## src/rtl/net_override_ctrl.sv

```systemverilog
// Cycle-scheduled per-bit force/release override stage between a net driver and its consumers.
// Optional feature: define NET_OVR_LATE_CHECK_EN to drop late commands and raise sticky err_late_o.
module net_override_ctrl #(
    parameter int W     = 9,
    parameter int DEPTH = 4,
    parameter int CW    = 16
) (
    input  logic          clk,
    input  logic          rst_n,
    input  logic [W-1:0]  drv_i,
    input  logic          cmd_valid_i,
    output logic          cmd_ready_o,
    input  logic          cmd_op_i,
    input  logic [W-1:0]  cmd_mask_i,
    input  logic [W-1:0]  cmd_value_i,
    input  logic [CW-1:0] cmd_cycle_i,
    output logic [W-1:0]  net_o,
    output logic [W-1:0]  forced_o,
    output logic [CW-1:0] cyc_o,
    output logic          err_late_o
);
    localparam int AW = $clog2(DEPTH);

    typedef enum logic [1:0] {S_EMPTY, S_WAIT, S_APPLY} state_t;

    typedef struct packed {
        logic          op;
        logic [W-1:0]  mask;
        logic [W-1:0]  value;
        logic [CW-1:0] cycle;
    } cmd_t;

    cmd_t          r_mem [DEPTH];
    logic [AW-1:0] r_wr_ptr, r_rd_ptr;
    logic [AW:0]   r_count;
    logic [CW-1:0] r_cyc;
    logic [W-1:0]  r_frc_en, r_frc_val;
    state_t        r_state, w_state_nxt;

    cmd_t          w_head;
    logic [CW-1:0] w_next_cycle, w_d_head, w_d_next;
    logic          w_push, w_pop, w_apply, w_more;
`ifdef NET_OVR_LATE_CHECK_EN
    logic          w_drop;
    logic          r_err;
`endif

    assign cmd_ready_o  = (r_count != (AW+1)'(DEPTH));
    assign w_push       = cmd_valid_i & cmd_ready_o;
    assign w_head       = r_mem[r_rd_ptr];
    assign w_next_cycle = r_mem[r_rd_ptr + AW'(1)].cycle;
    // Distance to the scheduled cycle; MSB set means the slot is already in the past.
    assign w_d_head     = w_head.cycle - r_cyc;
    assign w_d_next     = w_next_cycle - r_cyc;
    assign w_more       = (r_count > (AW+1)'(1)) | w_push;

    always_comb begin
        // NOTE: every output of this block gets a default first, so no path can infer a latch.
        w_state_nxt = r_state;
        w_pop       = 1'b0;
        w_apply     = 1'b0;
`ifdef NET_OVR_LATE_CHECK_EN
        w_drop      = 1'b0;
`endif
        unique case (r_state)
            S_EMPTY: begin
                if (w_push) w_state_nxt = S_WAIT;
            end
            S_WAIT: begin
                if (w_d_head == '0) begin
                    w_state_nxt = S_APPLY;
                end else if (w_d_head[CW-1]) begin
`ifdef NET_OVR_LATE_CHECK_EN
                    w_pop       = 1'b1;
                    w_drop      = 1'b1;
                    w_state_nxt = w_more ? S_WAIT : S_EMPTY;
`else
                    w_state_nxt = S_APPLY;
`endif
                end
            end
            S_APPLY: begin
                w_pop   = 1'b1;
                w_apply = 1'b1;
                // Back-to-back commands already due keep applying one per cycle.
                if ((r_count > (AW+1)'(1)) && ((w_d_next == '0) || w_d_next[CW-1]))
                    w_state_nxt = S_APPLY;
                else if (w_more)
                    w_state_nxt = S_WAIT;
                else
                    w_state_nxt = S_EMPTY;
            end
            default: w_state_nxt = S_EMPTY;
        endcase
    end

    // NOTE: state registers use non-blocking assignments so every flop samples pre-edge values.
    always_ff @(posedge clk or negedge rst_n) begin
        if (!rst_n) begin
            r_state   <= S_EMPTY;
            r_cyc     <= '0;
            r_wr_ptr  <= '0;
            r_rd_ptr  <= '0;
            r_count   <= '0;
            r_frc_en  <= '0;
            r_frc_val <= '0;
        end else begin
            r_state <= w_state_nxt;
            r_cyc   <= r_cyc + CW'(1);
            if (w_push) r_wr_ptr <= r_wr_ptr + AW'(1);
            if (w_pop)  r_rd_ptr <= r_rd_ptr + AW'(1);
            case ({w_push, w_pop})
                2'b10:   r_count <= r_count + (AW+1)'(1);
                2'b01:   r_count <= r_count - (AW+1)'(1);
                default: r_count <= r_count;
            endcase
            if (w_apply) begin
                if (!w_head.op) begin
                    r_frc_en  <= r_frc_en | w_head.mask;
                    r_frc_val <= (r_frc_val & ~w_head.mask) | (w_head.value & w_head.mask);
                end else begin
                    r_frc_en  <= r_frc_en & ~w_head.mask;
                end
            end
        end
    end

    // NOTE: the command storage is deliberately not reset; pointers and count decide validity.
    always_ff @(posedge clk) begin
        if (w_push) r_mem[r_wr_ptr] <= {cmd_op_i, cmd_mask_i, cmd_value_i, cmd_cycle_i};
    end

`ifdef NET_OVR_LATE_CHECK_EN
    always_ff @(posedge clk or negedge rst_n) begin
        if (!rst_n)      r_err <= 1'b0;
        else if (w_drop) r_err <= 1'b1;
    end
    assign err_late_o = r_err;
`else
    assign err_late_o = 1'b0;
`endif

    assign net_o    = (r_frc_en & r_frc_val) | (~r_frc_en & drv_i);
    assign forced_o = r_frc_en;
    assign cyc_o    = r_cyc;

endmodule

```

## config.mk

```make
export PLATFORM = sky130hd
export DESIGN_NAME = net_override_ctrl
export DESIGN_NICKNAME = d
export VERILOG_FILES = /design/src/rtl/net_override_ctrl.sv
export SDC_FILE = /design/constraint.sdc
export NUM_CORES = 1
export LEC_CHECK = 0
export ABC_AREA = 1
export CAP_MARGIN = 0
export CORE_ASPECT_RATIO = 0.9
export CORE_UTILIZATION = 50
export DETAILED_ROUTE_END_ITERATION = 10
export GPL_ROUTABILITY_DRIVEN = 0
export PLACE_DENSITY = 0.73
export SYNTH_ARGS = -nofsm -noshare
export SYNTH_HDL_FRONTEND = slang
export SYNTH_SLANG_ARGS = --single-unit
export TNS_END_PERCENT = 20
```

## constraint.sdc

```tcl
create_clock -name clk -period 6.7 [get_ports clk]
set_clock_uncertainty 0.2 [all_clocks]
set_input_delay 2.01 -clock clk [delete_from_list [all_inputs] [get_ports clk]]
set_output_delay 2.01 -clock clk [all_outputs]
set_load 0.03 [all_outputs]
```

==> results of run 1 <==
[cells in the mapped netlist (2+ instances only)]
master    instances  area, µm²
nand3_1          52        260
xnor2_1           3       26.3
nor3_1            5       25.0
nand2_1         193        724
nand4_1           5       31.3
nor2_1          141        529
nand3_2           2       20.0
nand3b_1          3       22.5
a21oi_1          72        360
dfrtp_1          43       1080
xor2_1           23        201
buf_4             2       15.0
a21o_1            2       15.0
fa_1              2       40.0
o22ai_1          22        138
o21ai_0          89        445
buf_2             6       30.0
ha_1             40        500
a221oi_1          9       78.8
inv_2             2       7.51
nor3_2            3       30.0
inv_1           111        417
o21bai_1          3       22.5
edfxtp_1        140       4200
buf_1             3       11.3
clkbuf_1         22       82.6
[layout by cell type (no fill, tap or decap), drive strengths merged]
cell / Yosys / routed
a21boi: 1 / 1
a21o: 2 / 2
a21oi: 72 / 72
a221oi: 9 / 9
a22o: 1 / 1
a22oi: 1 / 1
a31oi: 1 / 1
a32o: 1 / 1
and2: 1 / 1
and3: 1 / 1
buf: 11 / 10
clkbuf: 22 / 18
clkdlybuf4s50: 0 / 80
clkinv: 2 / 4
clkinvlp: 0 / 4
conb: 1 / 1
dfrtp: 43 / 43
edfxtp: 140 / 140
fa: 2 / 2
ha: 40 / 40
inv: 114 / 122
nand2: 194 / 194
nand3: 54 / 54
nand3b: 3 / 3
nand4: 5 / 5
nor2: 142 / 142
nor3: 9 / 9
nor4: 1 / 1
o211a: 1 / 1
o211ai: 1 / 1
o21ai: 90 / 90
o21bai: 3 / 3
o221ai: 1 / 1
o22ai: 22 / 22
o31ai: 1 / 1
xnor2: 3 / 3
xor2: 23 / 23
[metrics by stage]
stage	util, %	instance area [µm²]	hold slack, ps
final	60.2	11100	303
after global routing	60.2	11100	322
after CTS	60.2	11100	302
after detailed placement	57.2	10600	288
after global placement	57.2	10600	283
after floorplan	-	9480	278
[logic make-up after synthesis]
family | synth area share [%]
simple gates | 18.1
compound gates | 12.0
flops | 55.7
buf+inv | 6.09
fa+ha+maj | 5.70
xor+xnor | 2.40
other cells | 0.0395
[power groups by stage]
stage                     clock network, µW  registers, µW  logic [µW]
after floorplan                           0           1640        1930
after global placement                    0           1630        2570
after detailed placement                  0           1640        2610
after CTS                               969           1610        2630
after global routing                   1020           1640        2990
final                                   956           1620        2660
[registers in the layout, indices dropped and copies added, names as in the netlist, named ones only]
register,count
r_count,3
r_rd_ptr,2
r_mem,140
r_wr_ptr,2
cyc_o,16
r_state,2
[worst max-delay path, stage by stage]
cell and delay [ps]:
clkdlybuf4s50_1 460, nand2_1 50, o21ai_0 70, clkdlybuf4s50_1 710
[layout make-up]
cell class                      instances  area, µm²  area share (%)
Tap cell                              245        307            2.76
Timing Repair Buffer                   90        873            7.85
Clock inverter                         14        134            1.20
Clock buffer                           18        429            3.86
Sequential cell                       183       5280            47.5
Inverter                              116        439            3.95
Multi-Input combinational cell        686       3660            32.9
[routing by layer]
layer | GRT usage (%) | vias up | share of wire (%)
li1 | - | 3610 | -
met1 | 31.4 | 3459 | 46
met2 | 35.7 | 226 | 47
met3 | 3.76 | 26 | 5.7
met4 | 6.93 | 0 | 1.6
met5 | 0 | - | 0
[final timing paths]
kind	start	slack (ps)	endpoint
max in group asynchronous	rst_n	4390	r_rd_ptr[0]$_DFFE_PN0P_
worst max register to register	r_rd_ptr[1]$_DFFE_PN0P_	2670	r_state[0]$_DFFE_PN0P_
worst min-delay path	cyc_o[14]$_DFF_PN0_	300	cyc_o[14]$_DFF_PN0_
worst max-delay path	drv_i[6]	1200	net_o[6]
worst min register to register	cyc_o[14]$_DFF_PN0_	300	cyc_o[14]$_DFF_PN0_
min in group asynchronous	rst_n	1460	asynchronous set/reset pin
==> results.toml, run 1 <==
[timing]
fmax_mhz = 182
period_share_pct = 82.2
final_hold_viol_count = 0
period_needed_ps = 5500
fin_ws_ps = 1200
grt_setup_unrepaired = "false"
slew_violations = 0
max_slew_margin_pct = 48.5
fin_tns_setup_ps = 0
worst_pin_slew_ps = 770
setup_viol = 0

[placed_design]
place_worst_setup_slack_ps = 1180
dpl.hpwl_um = 14300
dp_cells = 1320
port_buffers = 81

[global_routing]
grt_start_max_net_pins = 61
grtUsageTotal_pct = 22.4
antenna_found_initial = 0
overflow = 0
grt_pass1_wl_um = 33900
grt_pass1_vias = 6738

[routing]
wl_per_cell_um = 15.7
vias = 7321
drtIter0Drc = 575
drc = 0
dr.pass1.iters = 5
vias_per_cell = 5.41
wl_um = 21300
antenna_left = 0

[power]
seqPwrFrac_pct = 30.9
combPwrFrac_pct = 50.8
p_per_area_mw_per_mm2 = 470
total_power_uw = 5230
p_int_uw = 2890
pwr-share-clk_pct = 18.3
swShare_pct = 44.8
leakage_uw = 0.00459
vdd_drop_max_mv = 0.208
p_sw_uw = 2340

[synthesis]
synth_seq_cells = 183
yosysWarnings = 0
synth_area_mm2 = 0.00948
synthDistinctLibCells = 46
ys.flop_type = "edfxtp_1"
ys_seq_area_share_pct = 55.7
syn-num-nets = 1107
avgSynthCellArea_um2 = 9.32
synth-edff-count = 140
synth_cells = 1018
synthArstFlopShare_pct = 23.5

[worst_setup_path]
cp-end-kind = "primary output"
worstSetupPathType = "input port to primary output"
worstPathRequired_ps = 4490
r2r_cells = 23
startpoint_type = "input port"
critPathMaxFanout = 1
worstPathArrival_ps = 3290

[clock_network]
cts_setup_buffers = 0
clkTransAtPathRegs_ps = 70
clk-insertion-delay-late_ps = 430
clkSinkCount = 183
cts_buffer_depth = 2
htree_num_levels = 4
cts.repair.resized = 0
cts_made_buffers = 17
clockRootBuffer = "clkbuf_16"
cts_tree = "yes"
cts_hold_buf = 0

[die]
rows = 47
fp.coreArea_mm2 = 0.0185
die_height_um = 133
ios = 83
initial_utilization_pct = 51.4
fp.dieW_um = 147
die_area_mm2 = 0.0195

[finish]
layout-drive-gt1-share_pct = 5.51
diodes = 0
fillers = 1542
final_cells = 1352
area_delta_synth_final_pct = 17.3
final_nets = 1183

[job]
cap_viol_max_count = 0

[worst_hold_path]
hold-path-cell-count = 1
min_path_type = "register to register"

[run_status]
status = "complete, no violations"
Note: power is estimated with default switching activity, not from simulation.
==> run 2: changes to the inputs <==
- PLACE_DENSITY: 0.73 -> 0.75
- clock period: 6.7 -> 4.65 ns (I/O delays scaled with it)
==> results.toml, run 2 (synthesis results as in run 1) <==
[timing]
final_hold_viol_count = 0
grt_setup_unrepaired = "false"
fin_tns_setup_ps = 0
fin_hold_ws_ps = 304
setup_viol = 0
max_slew_margin_pct = 27.2
worst_pin_slew_ps = 1090
period_share_pct = 91.9
period_needed_ps = 4280
fmax_mhz = 234
slew_violations = 0

[power]
pwr-share-clk_pct = 19.7
total_power_uw = 7660
vdd_drop_max_mv = 0.341
leakage_uw = 0.00462
p_sw_uw = 3380
swShare_pct = 44.1
seqPwrFrac_pct = 30.2
p_per_area_mw_per_mm2 = 685
combPwrFrac_pct = 50.1
p_int_uw = 4280

[clock_network]
cts_tree = "yes"
clk-insertion-delay-late_ps = 430
cts_made_buffers = 17
clkSinkCount = 183
clockRootBuffer = "clkbuf_16"
cts.repair.resized = 0
clkTransAtPathRegs_ps = 70
htree_num_levels = 4
cts_setup_buffers = 0
cts_hold_buf = 0
cts_buffer_depth = 2

[finish]
regMostFlops = "r_mem"
largest_reg_flops = 140
fillers = 1498
final_cells = 1352
final_nets = 1183
final_cell_mix = "nand2_1 (193), edfxtp_1 (140), nor2_1 (137), inv_1 (111), o21ai_0 (89)"
utilization_pct = 60.6
layout-drive-gt1-share_pct = 5.60
diodes = 0
final_common_cell = "nand2_1"
area_delta_synth_final_pct = 17.9

[die]
rows = 47
initial_utilization_pct = 51.4
die_height_um = 133
fp.coreArea_mm2 = 0.0185
die_area_mm2 = 0.0195
fp.dieW_um = 147
ios = 83

[routing]
drtIter0Drc = 640
vias_per_cell = 5.37
vias = 7266
dr.pass1.iters = 5
wl_per_cell_um = 15.6
antenna_left = 0
wl_um = 21100
drc = 0

[global_routing]
grt_pass1_vias = 6679
grt_start_max_net_pins = 70
grt_pass1_wl_um = 34200
antenna_found_initial = 0
overflow = 0
grtUsageTotal_pct = 22.5

[worst_setup_path]
crit_family = "buffers and inverters"
worstPathArrival_ps = 2680
worstPathRequired_ps = 3050
cp_num_buf_inv = 2
critPathMaxFanout = 1
path_cells = "clkdlybuf4s50_1 -> nand2_1 -> o21ai_0 -> clkdlybuf4s50_1"
startpoint_type = "input port"
slowest_stage = "clkdlybuf4s50_1"
critical_path.most_common_cell = "clkdlybuf4s50_1"
cp-end-kind = "primary output"
worstSetupPathType = "input port to primary output"
critPathMaxStageDelay_ps = 710

[worst_hold_path]
min_path_type = "register to register"

[placed_design]
dp_cells = 1320
port_buffers = 81
dpl.hpwl_um = 14000

[run_status]
status = "complete, no violations"

[job]
cap_viol_max_count = 0
-- run 2: changes by cell type in the layout (fill, tap and decap cells not counted), sizes merged --
cell,before,now
clkinvlp,4,1
clkinv,4,6
bufinv,0,2
clkbuf,18,17
-- run 2: path summary, 6_finish.rpt --
| kind | startpoint | slack (ps) | to | cells past startpoint |
|---|---|---|---|---|
| setup / recovery | drv_i[8] | 370 | net_o[8] | 4 |
| hold / removal | cyc_o[14]$_DFF_PN0_ | 300 | cyc_o[14]$_DFF_PN0_ | 1 |
| setup reg to reg | r_rd_ptr[1]$_DFFE_PN0P_ | 870 | r_state[0]$_DFFE_PN0P_ | 24 |
| hold reg to reg | cyc_o[14]$_DFF_PN0_ | 300 | cyc_o[14]$_DFF_PN0_ | 1 |
| max in group asynchronous | rst_n | 2550 | r_rd_ptr[1]$_DFFE_PN0P_ | 1 |
| min in group asynchronous | rst_n | 960 | asynchronous set/reset pin | 1 |
-- run 2: metal layers --
| metal | up-vias | wire, µm | track usage (%) |
|---|---|---|---|
| li1 | 3617 | - | - |
| met1 | 3393 | 9750 | 31.5 |
| met2 | 231 | 9830 | 36.2 |
| met3 | 25 | 1220 | 3.97 |
| met4 | 0 | 302 | 6.07 |
| met5 | - | 0 | 0 |
-- run 2: worst reg2reg max path, delay by kind of cell, from the launching register on --
kind,cells,cell delay [ps]
DFF,1,550
AOI/OAI and AO/OA,2,320
adders and majority gates,2,590
buffers and inverters,2,150
and+or+nand+nor,18,1880
-- run 2: final cells by class --
| cell class | count | area [µm²] | area share [%] |
|---|---|---|---|
| clock buffers | 17 | 425 | 3.80 |
| well taps | 245 | 307 | 2.74 |
| clock inverters | 15 | 200 | 1.79 |
| multi-input cells | 686 | 3660 | 32.7 |
| repair buffers | 90 | 873 | 7.81 |
| flip-flops and latches | 183 | 5280 | 47.2 |
| inverters | 116 | 439 | 3.93 |
-- run 2: power by group through the flow --
stage	clock [µW]	sequential (µW)	combinational [µW]
floorplan	0	2360	2780
global placement	0	2330	3700
detailed placement	0	2340	3770
CTS	1520	2310	3810
global route	1580	2350	4340
finish	1510	2310	3840
-- run 2: stage by stage --
step,worst slack [ps],instance area [µm²]
global placement,405,10600
detailed placement,370,10600
floorplan,940,9480
finish,375,11200
global route,320,11200
CTS,367,11200
